<file path="config.mk">
export PLATFORM = sky130hd
export DESIGN_NAME = sr_ff_bank
export DESIGN_NICKNAME = d
export VERILOG_FILES = /design/src/rtl/sr_pkg.sv /design/src/rtl/sr_ff_cell.sv /design/src/rtl/sr_ff_bank.sv
export SDC_FILE = /design/constraint.sdc
export NUM_CORES = 1
export LEC_CHECK = 0
export CORE_MARGIN = 1
export CORE_UTILIZATION = 38
export CTS_CLUSTER_DIAMETER = 150
export DETAILED_ROUTE_END_ITERATION = 8
export PLACE_DENSITY = 0.74
export SYNTH_ARGS = -nofsm -noshare
export SYNTH_HDL_FRONTEND = slang
export SYNTH_SLANG_ARGS = --single-unit
</file>
<file path="constraint.sdc">
create_clock -name clk -period 1.6 [get_ports clk]
set_clock_uncertainty 0.2 [all_clocks]
set_input_delay 0.32 -clock clk [delete_from_list [all_inputs] [get_ports clk]]
set_output_delay 0.32 -clock clk [all_outputs]
set_load 0.005 [all_outputs]
</file>
<file path="src/rtl/sr_pkg.sv">
// Shared definitions for the SR flip-flop bank.
// Contents: S=R=1 resolution mode constants, the 2-bit mode type and the
// per-channel next-state function used by every sr_ff_cell.
package sr_pkg;

  typedef logic [1:0] sr_mode_t;

  localparam sr_mode_t SR_MODE_HOLD = 2'd0;
  localparam sr_mode_t SR_MODE_SET  = 2'd1;
  localparam sr_mode_t SR_MODE_RST  = 2'd2;
  localparam sr_mode_t SR_MODE_TOG  = 2'd3;

  // Next q for one channel given its sampled controls.
  function automatic logic sr_next(input sr_mode_t mode, input logic q, input logic en,
                                   input logic s, input logic r);
    logic nq;
    nq = q;
    if (en) begin
      case ({s, r})
        2'b10:   nq = 1'b1;
        2'b01:   nq = 1'b0;
        2'b11: begin
          case (mode)
            SR_MODE_SET: nq = 1'b1;
            SR_MODE_RST: nq = 1'b0;
            SR_MODE_TOG: nq = ~q;
            default:     nq = q;
          endcase
        end
        default: nq = q;
      endcase
    end
    return nq;
  endfunction

endpackage

</file>
<file path="src/rtl/sr_ff_cell.sv">
// One SR flip-flop channel.
// Ports:
//   clk  - rising-edge clock
//   rst  - asynchronous active-high reset, forces q to RESET_VAL
//   en   - channel enable; q only changes when en=1
//   s, r - set / reset requests
//   q    - registered channel state
//   ill  - combinational strobe: en & s & r this cycle
module sr_ff_cell
  import sr_pkg::*;
#(
  parameter int unsigned MODE      = 0,
  parameter int unsigned RESET_VAL = 0
) (
  input  logic clk,
  input  logic rst,
  input  logic en,
  input  logic s,
  input  logic r,
  output logic q,
  output logic ill
);

  localparam sr_mode_t LP_MODE  = sr_mode_t'(MODE);
  localparam logic     LP_RST_Q = 1'(RESET_VAL);

  logic r_q;
  logic w_q_d;

  always_comb begin
    w_q_d = sr_next(LP_MODE, r_q, en, s, r);
  end

  always_ff @(posedge clk or posedge rst) begin
    if (rst) begin
      r_q <= LP_RST_Q;
    end else begin
      r_q <= w_q_d;
    end
  end

  assign q   = r_q;
  assign ill = en & s & r;

endmodule

</file>
<file path="src/rtl/sr_ff_bank.sv">
// Bank of N independent clocked SR flip-flops with sticky illegal-input
// flags and a saturating illegal-cycle counter.
// Ports:
//   clk     - rising-edge clock
//   rst     - asynchronous active-high reset of all state
//   en      - per-channel enable
//   s, r    - per-channel set / reset
//   clr_err - synchronous clear of err and err_cnt (new events still win)
//   q       - registered channel state
//   qbar    - ~q, no separate flop
//   err     - sticky per-channel flag for en=s=r=1
//   err_cnt - saturating count of cycles with any illegal channel
module sr_ff_bank
  import sr_pkg::*;
#(
  parameter int unsigned N         = 4,
  parameter int unsigned MODE      = 0,
  parameter int unsigned RESET_VAL = 0,
  parameter int unsigned CNT_W     = 8
) (
  input  logic             clk,
  input  logic             rst,
  input  logic [N-1:0]     en,
  input  logic [N-1:0]     s,
  input  logic [N-1:0]     r,
  input  logic             clr_err,
  output logic [N-1:0]     q,
  output logic [N-1:0]     qbar,
  output logic [N-1:0]     err,
  output logic [CNT_W-1:0] err_cnt
);

  if (N < 1 || N > 32 || MODE > 3 || CNT_W < 1 || RESET_VAL > 1) begin : g_bad_param
    $error("sr_ff_bank: illegal parameters N=%0d MODE=%0d RESET_VAL=%0d CNT_W=%0d",
           N, MODE, RESET_VAL, CNT_W);
  end

  localparam logic [CNT_W-1:0] LP_CNT_MAX = '1;
  localparam logic [CNT_W-1:0] LP_CNT_ONE = CNT_W'(1);

  logic [N-1:0]     w_q;
  logic [N-1:0]     w_ill;
  logic             w_any_ill;
  logic [N-1:0]     w_err_d;
  logic [CNT_W-1:0] w_cnt_d;
  logic [N-1:0]     r_err;
  logic [CNT_W-1:0] r_err_cnt;

  for (genvar i = 0; i < N; i++) begin : g_ch
    sr_ff_cell #(
      .MODE      (MODE),
      .RESET_VAL (RESET_VAL)
    ) u_cell (
      .clk (clk),
      .rst (rst),
      .en  (en[i]),
      .s   (s[i]),
      .r   (r[i]),
      .q   (w_q[i]),
      .ill (w_ill[i])
    );
  end

  // Several illegal channels in one cycle count as a single event.
  assign w_any_ill = |w_ill;

  always_comb begin
    // Clear first, then OR in this cycle's events so a coincident event survives.
    w_err_d = clr_err ? '0 : r_err;
    w_err_d = w_err_d | w_ill;

    w_cnt_d = r_err_cnt;
    if (clr_err) begin
      w_cnt_d = w_any_ill ? LP_CNT_ONE : '0;
    end else if (w_any_ill && (r_err_cnt != LP_CNT_MAX)) begin
      w_cnt_d = r_err_cnt + LP_CNT_ONE;
    end
  end

  always_ff @(posedge clk or posedge rst) begin
    if (rst) begin
      r_err     <= '0;
      r_err_cnt <= '0;
    end else begin
      r_err     <= w_err_d;
      r_err_cnt <= w_cnt_d;
    end
  end

  assign q       = w_q;
  assign qbar    = ~w_q;
  assign err     = r_err;
  assign err_cnt = r_err_cnt;

endmodule

</file>
==> summary.md, run 1 <==
| Metric | Value |
|---|---|
| Violated checks | `negative setup slack` |
| Util after Layout | `68.2%` |
| Switching power as a share of total power | `27.9%` |
| Wire length after detailed routing | `2460 um` |
| Flip-flop and latch count after synthesis | `16` |
| Count of port buffers added during placement | `34` |
| Worst setup EP type | `flip-flop` |
| Critical path data required time | `1.57 ns` |
| Result of the run | `complete, but fails checks` |
| Tot Pwr | `1.06 mW` |
| Non-filler cells in the finished layout | `186` |
| Most frequent standard cell in the layout excluding fill and tap cells | `sky130_fd_sc_hd__dlygate4sd2_1` |
| Rel. slew slack | `80.5%` |
| CTS buffer count | `3` |
| Leakage | `0.779 nW` |
| Final slew viol count | `0` |
| Number of DRC markers in iteration 0 | `7` |
| Number of max-cap violations | `0` |
| Power share of the sequential group | `43.9%` |
| Die Y | `51.0 um` |
| Clock latency at the later pin of the worst-skew pair | `0.28 ns` |
| Area of the mapped netlist | `913 um^2` |
| Final critical-path share of the clock period | `105%` |
| Total clock sinks | `16` |
| Global-route wire length before repair | `4060 um` |
| Worst slack after detailed placement | `-0.550 ns` |
| Detail-routed net length per standard cell | `13.2 um` |
| Placed Area | `1370 um^2` |
| Clock share of power | `25.3%` |
| Clock tree from TritonCTS | `done` |
| Final net count | `179` |
| Largest driver fanout on the critical path | `6` |
| Starting density of the core | `40.9%` |
| Total setup violations reported at the end of the flow | `5` |
| Fin crit period | `1.69 ns` |
| Proportion of power drawn by combinational gates | `30.7%` |
| Core Box Area | `2230 um^2` |
| Transition time at the pin with the least slew margin | `0.290 ns` |
| Placed wire-length estimate | `1710 um` |
| Per-instance average area after synthesis | `9.13 um^2` |
| Max Freq | `593 MHz` |
| Clock tree root driver cell | `sky130_fd_sc_hd__clkbuf_4` |
| Total net switching power | `295 uW` |
| Number of global-route vias before repair | `952` |
| PnR worst setup slack | `-0.0865 ns` |
| Ys Warns | `0` |
| Class of the tightest hold or removal check | `input port to async pin` |
| Number of iterations in the first detailed-routing pass | `2` |
| Maximum number of pins on one net before global-route repair | `17` |
| Residual DRC | `0` |
| Post-Syn Instances | `100` |
| Synth-to-layout area growth | `66.8%` |
| Antenna diode instance count | `0` |
| Number of antenna-violating nets in the routed design | `0` |
| Detailed-route vias per instance | `5.22` |
| Count of distinct cell types in the synthesized netlist | `26` |
| Global-route congestion overflow total | `0` |
| Cell Rows | `17` |
| Number of instances in the placed design | `170` |
| Commonest register cell after synthesis | `sky130_fd_sc_hd__dfrtp_1` |
| Final design instance area without fill | `1520 um^2` |
| Number of antenna violations at the first check in global routing | `0` |
| Worst vdd rail ir drop | `471 uV` |
| Proportion of synthesized chip area in sequential cells | `43.8%` |
| Number of H-tree levels | `1` |
| Filler cell count in the final layout | `197` |
| Commonest cells after routing, fill and taps aside | `sky130_fd_sc_hd__dlygate4sd2_1, sky130_fd_sc_hd__buf_4, sky130_fd_sc_hd__inv_1, sky130_fd_sc_hd__dfrtp_1, sky130_fd_sc_hd__o21ai_0` |
| CP Data Arrival Time | `1.66 ns` |
| Gr usage total | `20.5%` |
| Clock-pin slew on the worst setup and hold paths | `0.09 ns` |
| Final RePlAce weighted congestion | `0.888` |
| X dimension of the die | `51.0 um` |
| Clock buffer depth | `2` |
| Ratio of cells with drive above 1 in the final layout | `34.8%` |
| Startpoint Class | `flip-flop` |
| Setup repair after global routing missed its margin | `yes` |
| Final Hold Violating Endpoints | `0` |
| Number of enable-type register cells in the synthesized netlist | `0` |
| Crit Path Category | `flip-flop to flip-flop` |
| Total die area | `2600 um^2` |
| Number of hold-repair buffers added at the cts stage | `0` |
| I/O pins | `35` |
| Cell area power density | `693 nW/um^2` |
| Fraction of registers with async set/reset | `100%` |
| Internal power consumption | `761 uW` |
| Number of nets in the synthesized netlist | `120` |
| Vias post-DR | `970` |
## what timing repair did
action	4_1_cts	5_1_grt
gates resized for setup	50	11
setup endpoints to repair	28	12
setup buffers	12	0
pin swaps	6	2
## per-stage QoR
| stage | setup TNS [ns] | hold slack [ns] |
|---|---|---|
| finish | -0.220 | 0.128 |
| global route | -0.485 | 0.171 |
| CTS | -0.231 | 0.132 |
| detailed placement | -4.36 | 0.310 |
| global placement | -3.90 | 0.286 |
| floorplan | -0.240 | 0.0337 |
## power by group through the flow
stage | logic [mW] | clock network [mW] | registers [mW]
6_report | 0.324 | 0.268 | 0.464
5_1_grt | 0.359 | 0.288 | 0.469
4_1_cts | 0.330 | 0.276 | 0.463
3_5_place_dp | 0.312 | 0 | 0.475
3_3_place_gp | 0.302 | 0 | 0.473
2_1_floorplan | 0.124 | 0 | 0.476
## final timing paths
| path | slack, ns | to | start | depth (start not counted) |
|---|---|---|---|---|
| max reg2reg | -0.09 | err_cnt[5] | err_cnt[0] | 6 |
| max in group asynchronous | 0.88 | err_cnt[2] | rst | 3 |
| min | 0.13 | g_ch[0].u_cell.q | rst | 3 |
| min reg2reg | 0.34 | err[0] | err[0] | 2 |
| max | -0.09 | err_cnt[5] | err_cnt[0] | 6 |
| min in group clk | 0.26 | g_ch[3].u_cell.q | en[3] | 3 |
## synthesized netlist by cell type, types with 3 or more instances
cell type	n	share of area [%]
sky130_fd_sc_hd__o31ai_1	4	3.3
sky130_fd_sc_hd__nor2b_1	3	2.1
sky130_fd_sc_hd__or4_1	3	2.5
sky130_fd_sc_hd__nand3_1	6	3.3
sky130_fd_sc_hd__nor2_1	3	1.2
sky130_fd_sc_hd__a21oi_1	5	2.7
sky130_fd_sc_hd__ha_1	5	6.8
sky130_fd_sc_hd__o21ai_0	10	5.5
sky130_fd_sc_hd__inv_1	16	6.6
sky130_fd_sc_hd__dfrtp_1	16	44
sky130_fd_sc_hd__nand2_1	6	2.5
sky130_fd_sc_hd__buf_4	5	4.1
## registers in the layout, indices dropped and copies added (netlist names)
| name | cells |
|---|---|
| err_cnt | 8 |
| err | 4 |
| g_ch.u_cell.q | 4 |
## critical path: stages (launching register included)
cell and delay, ns:
sky130_fd_sc_hd__dfrtp_1 0.40, sky130_fd_sc_hd__buf_6 0.12, sky130_fd_sc_hd__ha_4 0.16, sky130_fd_sc_hd__nand3_4 0.06
sky130_fd_sc_hd__nor2_4 0.05, sky130_fd_sc_hd__nor4_2 0.22, sky130_fd_sc_hd__mux2_2 0.37
## per-layer routing
metal | GRT usage [%] | routed length [um] | vias to the layer above
li1 | - | - | 462
met1 | 24.8 | 1020 | 485
met2 | 35.7 | 1330 | 19
met3 | 2.98 | 73 | 4
met4 | 8.80 | 31 | 0
met5 | 0 | 0 | -
## area by class of cell
cell class | count | area, um^2 | area share, %
flip-flops and latches | 16 | 402 | 26.4
inverters | 16 | 60.1 | 3.94
multi-input cells | 61 | 499 | 32.8
well taps | 28 | 35.0 | 2.30
repair buffers | 61 | 492 | 32.3
clock buffers | 4 | 36.3 | 2.38
## logic make-up after synthesis
group                    count (synthesis)  synth area share, %
buffers and inverters                   23                 11.6
AO/OA/AOI/OAI                           23                 15.2
multiplexers                             1                 1.23
flip-flops                              16                 43.8
AND/OR/NAND/NOR                         32                 21.2
adder cells (fa/ha/maj)                  5                 6.85
No activity file was read; power rests on OpenSTA's default activity.
==> run 2: changes to the inputs <==
--- a/config.mk
+++ b/config.mk
@@ -7,9 +7,9 @@
 export LEC_CHECK = 0
 export CORE_MARGIN = 1
 export CORE_UTILIZATION = 38
-export CTS_CLUSTER_DIAMETER = 150
+export CTS_CLUSTER_DIAMETER = 30
 export DETAILED_ROUTE_END_ITERATION = 8
-export PLACE_DENSITY = 0.74
+export PLACE_DENSITY = 0.77
 export SYNTH_ARGS = -nofsm -noshare
 export SYNTH_HDL_FRONTEND = slang
 export SYNTH_SLANG_ARGS = --single-unit
==> run 2 against run 1 <==
  * The flow still finishes with violations (negative setup slack)
  * Combinational power fell by 4%
  * Highest routed layer unchanged
  * Largest cell class unchanged
  * Critical endpoint is now err_cnt[4]
  * Die area unchanged
  * Design area decreased by 1.1%
==> summary.md, run 2 (same netlist as run 1, synthesis figures left out) <==
| Metric | Value |
|---|---|
| Worst slack after detailed placement | `-0.520 ns (was -0.550 ns)` |
| Residual DRC | `0 (unchanged)` |
| Largest driver fanout on the critical path | `6 (unchanged)` |
| Gr usage total | `20.9% (was 20.5%)` |
| Filler cell count in the final layout | `183 (was 197)` |
| Cell Rows | `17 (unchanged)` |
| Placed wire-length estimate | `1710 um (about the same)` |
| Global-route wire length before repair | `3960 um (was 4060 um)` |
| Tot Pwr | `1.05 mW (was 1.06 mW)` |
| Fin crit period | `1.74 ns (was 1.69 ns)` |
| Wire length after detailed routing | `2650 um (was 2460 um)` |
| Detailed-route vias per instance | `5.31 (was 5.22)` |
| I/O pins | `35 (unchanged)` |
| Switching power as a share of total power | `28.8% (was 27.9%)` |
| Area used by multi-input combinational logic | `520 um^2 (was 499 um^2)` |
| Series of cell instances along the critical path | `buf_6 -> ha_4 -> nand3_4 -> nor2_4 -> buf_4 -> o31ai_1 -> a21oi_2 (was buf_6 -> ha_4 -> nand3_4 -> nor2_4 -> nor4_2 -> mux2_2)` |
| Setup repair after global routing missed its margin | `yes (unchanged)` |
| Number of global-route vias before repair | `908 (was 952)` |
| CP Buf/Inv Count | `2 (was 1)` |
| Clock latency at the later pin of the worst-skew pair | `0.29 ns (was 0.28 ns)` |
| Total clock sinks | `16 (unchanged)` |
| Highest cell delay on the worst timing path | `0.41 ns (was 0.40 ns)` |
| Transition time at the pin with the least slew margin | `0.328 ns (was 0.290 ns)` |
| Violated checks | `negative setup slack (unchanged)` |
| Starting density of the core | `40.9% (unchanged)` |
| Leakage | `0.745 nW (was 0.779 nW)` |
| Number of max-cap violations | `0 (unchanged)` |
| Max Freq | `576 MHz (was 593 MHz)` |
| Synth-to-layout area growth | `64.9% (was 66.8%)` |
| Number of antenna violations at the first check in global routing | `0 (unchanged)` |
| PnR worst setup slack | `-0.136 ns (was -0.0865 ns)` |
| Worst setup EP type | `flip-flop (unchanged)` |
| Number of H-tree levels | `1 (unchanged)` |
| Clock-pin slew on the worst setup and hold paths | `0.10 ns (was 0.09 ns)` |
| Total setup violations reported at the end of the flow | `4 (was 5)` |
| Final Hold Violating Endpoints | `0 (unchanged)` |
| Flip-flop count of the largest register, all copies and words added | `8 (unchanged)` |
| Total net switching power | `303 uW (was 295 uW)` |
| Number of DRC markers in iteration 0 | `17 (was 7)` |
| Proportion of power drawn by combinational gates | `29.7% (was 30.7%)` |
| Kind of cell adding the most delay to the critical path | `compound AO/OA/AOI/OAI gates (was flip-flops)` |
| Power share of the sequential group | `44.6% (was 43.9%)` |
| Ratio of cells with drive above 1 in the final layout | `33.6% (was 34.8%)` |
| Number of antenna-violating nets in the routed design | `0 (unchanged)` |
| Clock tree root driver cell | `sky130_fd_sc_hd__clkbuf_4 (unchanged)` |
| Final net count | `173 (was 179)` |
| CTS buffer count | `3 (unchanged)` |
| Detail-routed net length per standard cell | `14.7 um (was 13.2 um)` |
| Final RePlAce weighted congestion | `0.773 (was 0.888)` |
| Worst vdd rail ir drop | `441 uV (was 471 uV)` |
| Crit Path Category | `flip-flop to flip-flop (unchanged)` |
| Class of the tightest hold or removal check | `input port to async pin (unchanged)` |
| Slowest stage cell on the critical path | `sky130_fd_sc_hd__dfrtp_1 (unchanged)` |
| Number of hold-repair buffers added at the cts stage | `0 (unchanged)` |
| Critical path data required time | `1.58 ns (was 1.57 ns)` |
| Vias post-DR | `955 (was 970)` |
| Internal power consumption | `749 uW (was 761 uW)` |
| Global-route congestion overflow total | `0 (unchanged)` |
| Core Box Area | `2230 um^2 (unchanged)` |
| CP Data Arrival Time | `1.71 ns (was 1.66 ns)` |
| Commonest cells after routing, fill and taps aside | `sky130_fd_sc_hd__dlygate4sd2_1, sky130_fd_sc_hd__buf_4, sky130_fd_sc_hd__inv_1, sky130_fd_sc_hd__dfrtp_1, sky130_fd_sc_hd__o21ai_0 (unchanged)` |
| Cell area power density | `698 nW/um^2 (was 693 nW/um^2)` |
| Die Y | `51.0 um (unchanged)` |
| X dimension of the die | `51.0 um (unchanged)` |
| Register-to-register setup slack | `-0.14 ns (was -0.09 ns)` |
| Number of iterations in the first detailed-routing pass | `4 (was 2)` |
| Rel. slew slack | `78.0% (was 80.5%)` |
| Clock tree from TritonCTS | `done (unchanged)` |
| Total die area | `2600 um^2 (unchanged)` |
| Clock buffer depth | `2 (unchanged)` |
| Most frequent standard cell in the layout excluding fill and tap cells | `sky130_fd_sc_hd__dlygate4sd2_1 (unchanged)` |
| Result of the run | `complete, but fails checks (unchanged)` |
| Startpoint Class | `flip-flop (unchanged)` |
| Count of port buffers added during placement | `34 (unchanged)` |
| Maximum number of pins on one net before global-route repair | `17 (unchanged)` |
| FF/Latch Area | `403 um^2 (was 402 um^2)` |
| Clock share of power | `25.8% (was 25.3%)` |
| Antenna diode instance count | `0 (unchanged)` |
| Final slew viol count | `0 (unchanged)` |
| Final critical-path share of the clock period | `108% (was 105%)` |
run 2: worst min-delay path, cell delays in order:
cell and delay [ns]:
sky130_fd_sc_hd__clkdlybuf4s50_1 0.40, sky130_fd_sc_hd__inv_1 0.05, sky130_fd_sc_hd__buf_4 0.23
run 2: layout make-up:
type | count | share of cell area [%]
tap | 28 | 2.33
inverter | 16 | 3.99
sequential | 16 | 26.7
clock buffer | 4 | 2.41
timing repair buffer | 55 | 30.0
multi-input combinational | 61 | 34.6
run 2: timing repair:
action                     4_1_cts  5_1_grt
setup endpoints to repair       28        9
resized for setup               47       19
pin swaps                        5        0
setup buffers                    9        0
run 2: path summary, 6_finish.rpt:
| check | startpoint | endpoint | cells past startpoint |
|---|---|---|---|
| max | err_cnt[0] | err_cnt[4] | 7 |
| min | rst | err_cnt[3] | 3 |
| max reg2reg | err_cnt[0] | err_cnt[4] | 7 |
| min reg2reg | err[2] | err[2] | 2 |
| max in group asynchronous | rst | err_cnt[2] | 3 |
| min in group clk | en[3] | g_ch[3].u_cell.q | 3 |
run 2: per-layer routing:
metal	vias up	share of wire, %	wire length (um)	GRT usage [%]
met5	-	0	0	0
met4	0	1.3	34	6.94
met3	6	5.5	145	3.27
met2	33	53	1410	39.5
met1	465	40	1060	23.5
li1	451	-	-	-
run 2: through the flow:
stage	hold WS [ns]	cell area [um^2]	utilization (%)	setup TNS (ns)	cells
final	0.135	1510	67.5	-0.341	180
after global routing	0.171	1510	67.5	-0.552	180
after CTS	0.142	1470	65.8	-0.246	180
after detailed placement	0.294	1350	60.3	-4.26	167
after global placement	0.287	1350	60.3	-3.76	167
after floorplan	0.0337	927	-	-0.240	100
run 2: power groups by stage:
stage                     Sequential (mW)  Clock, mW  Combinational [mW]
final                               0.469      0.271               0.312
after global routing                0.474      0.296               0.343
after CTS                           0.466      0.276               0.299
after detailed placement            0.476          0               0.310
after global placement              0.474          0               0.298
after floorplan                     0.476          0               0.124
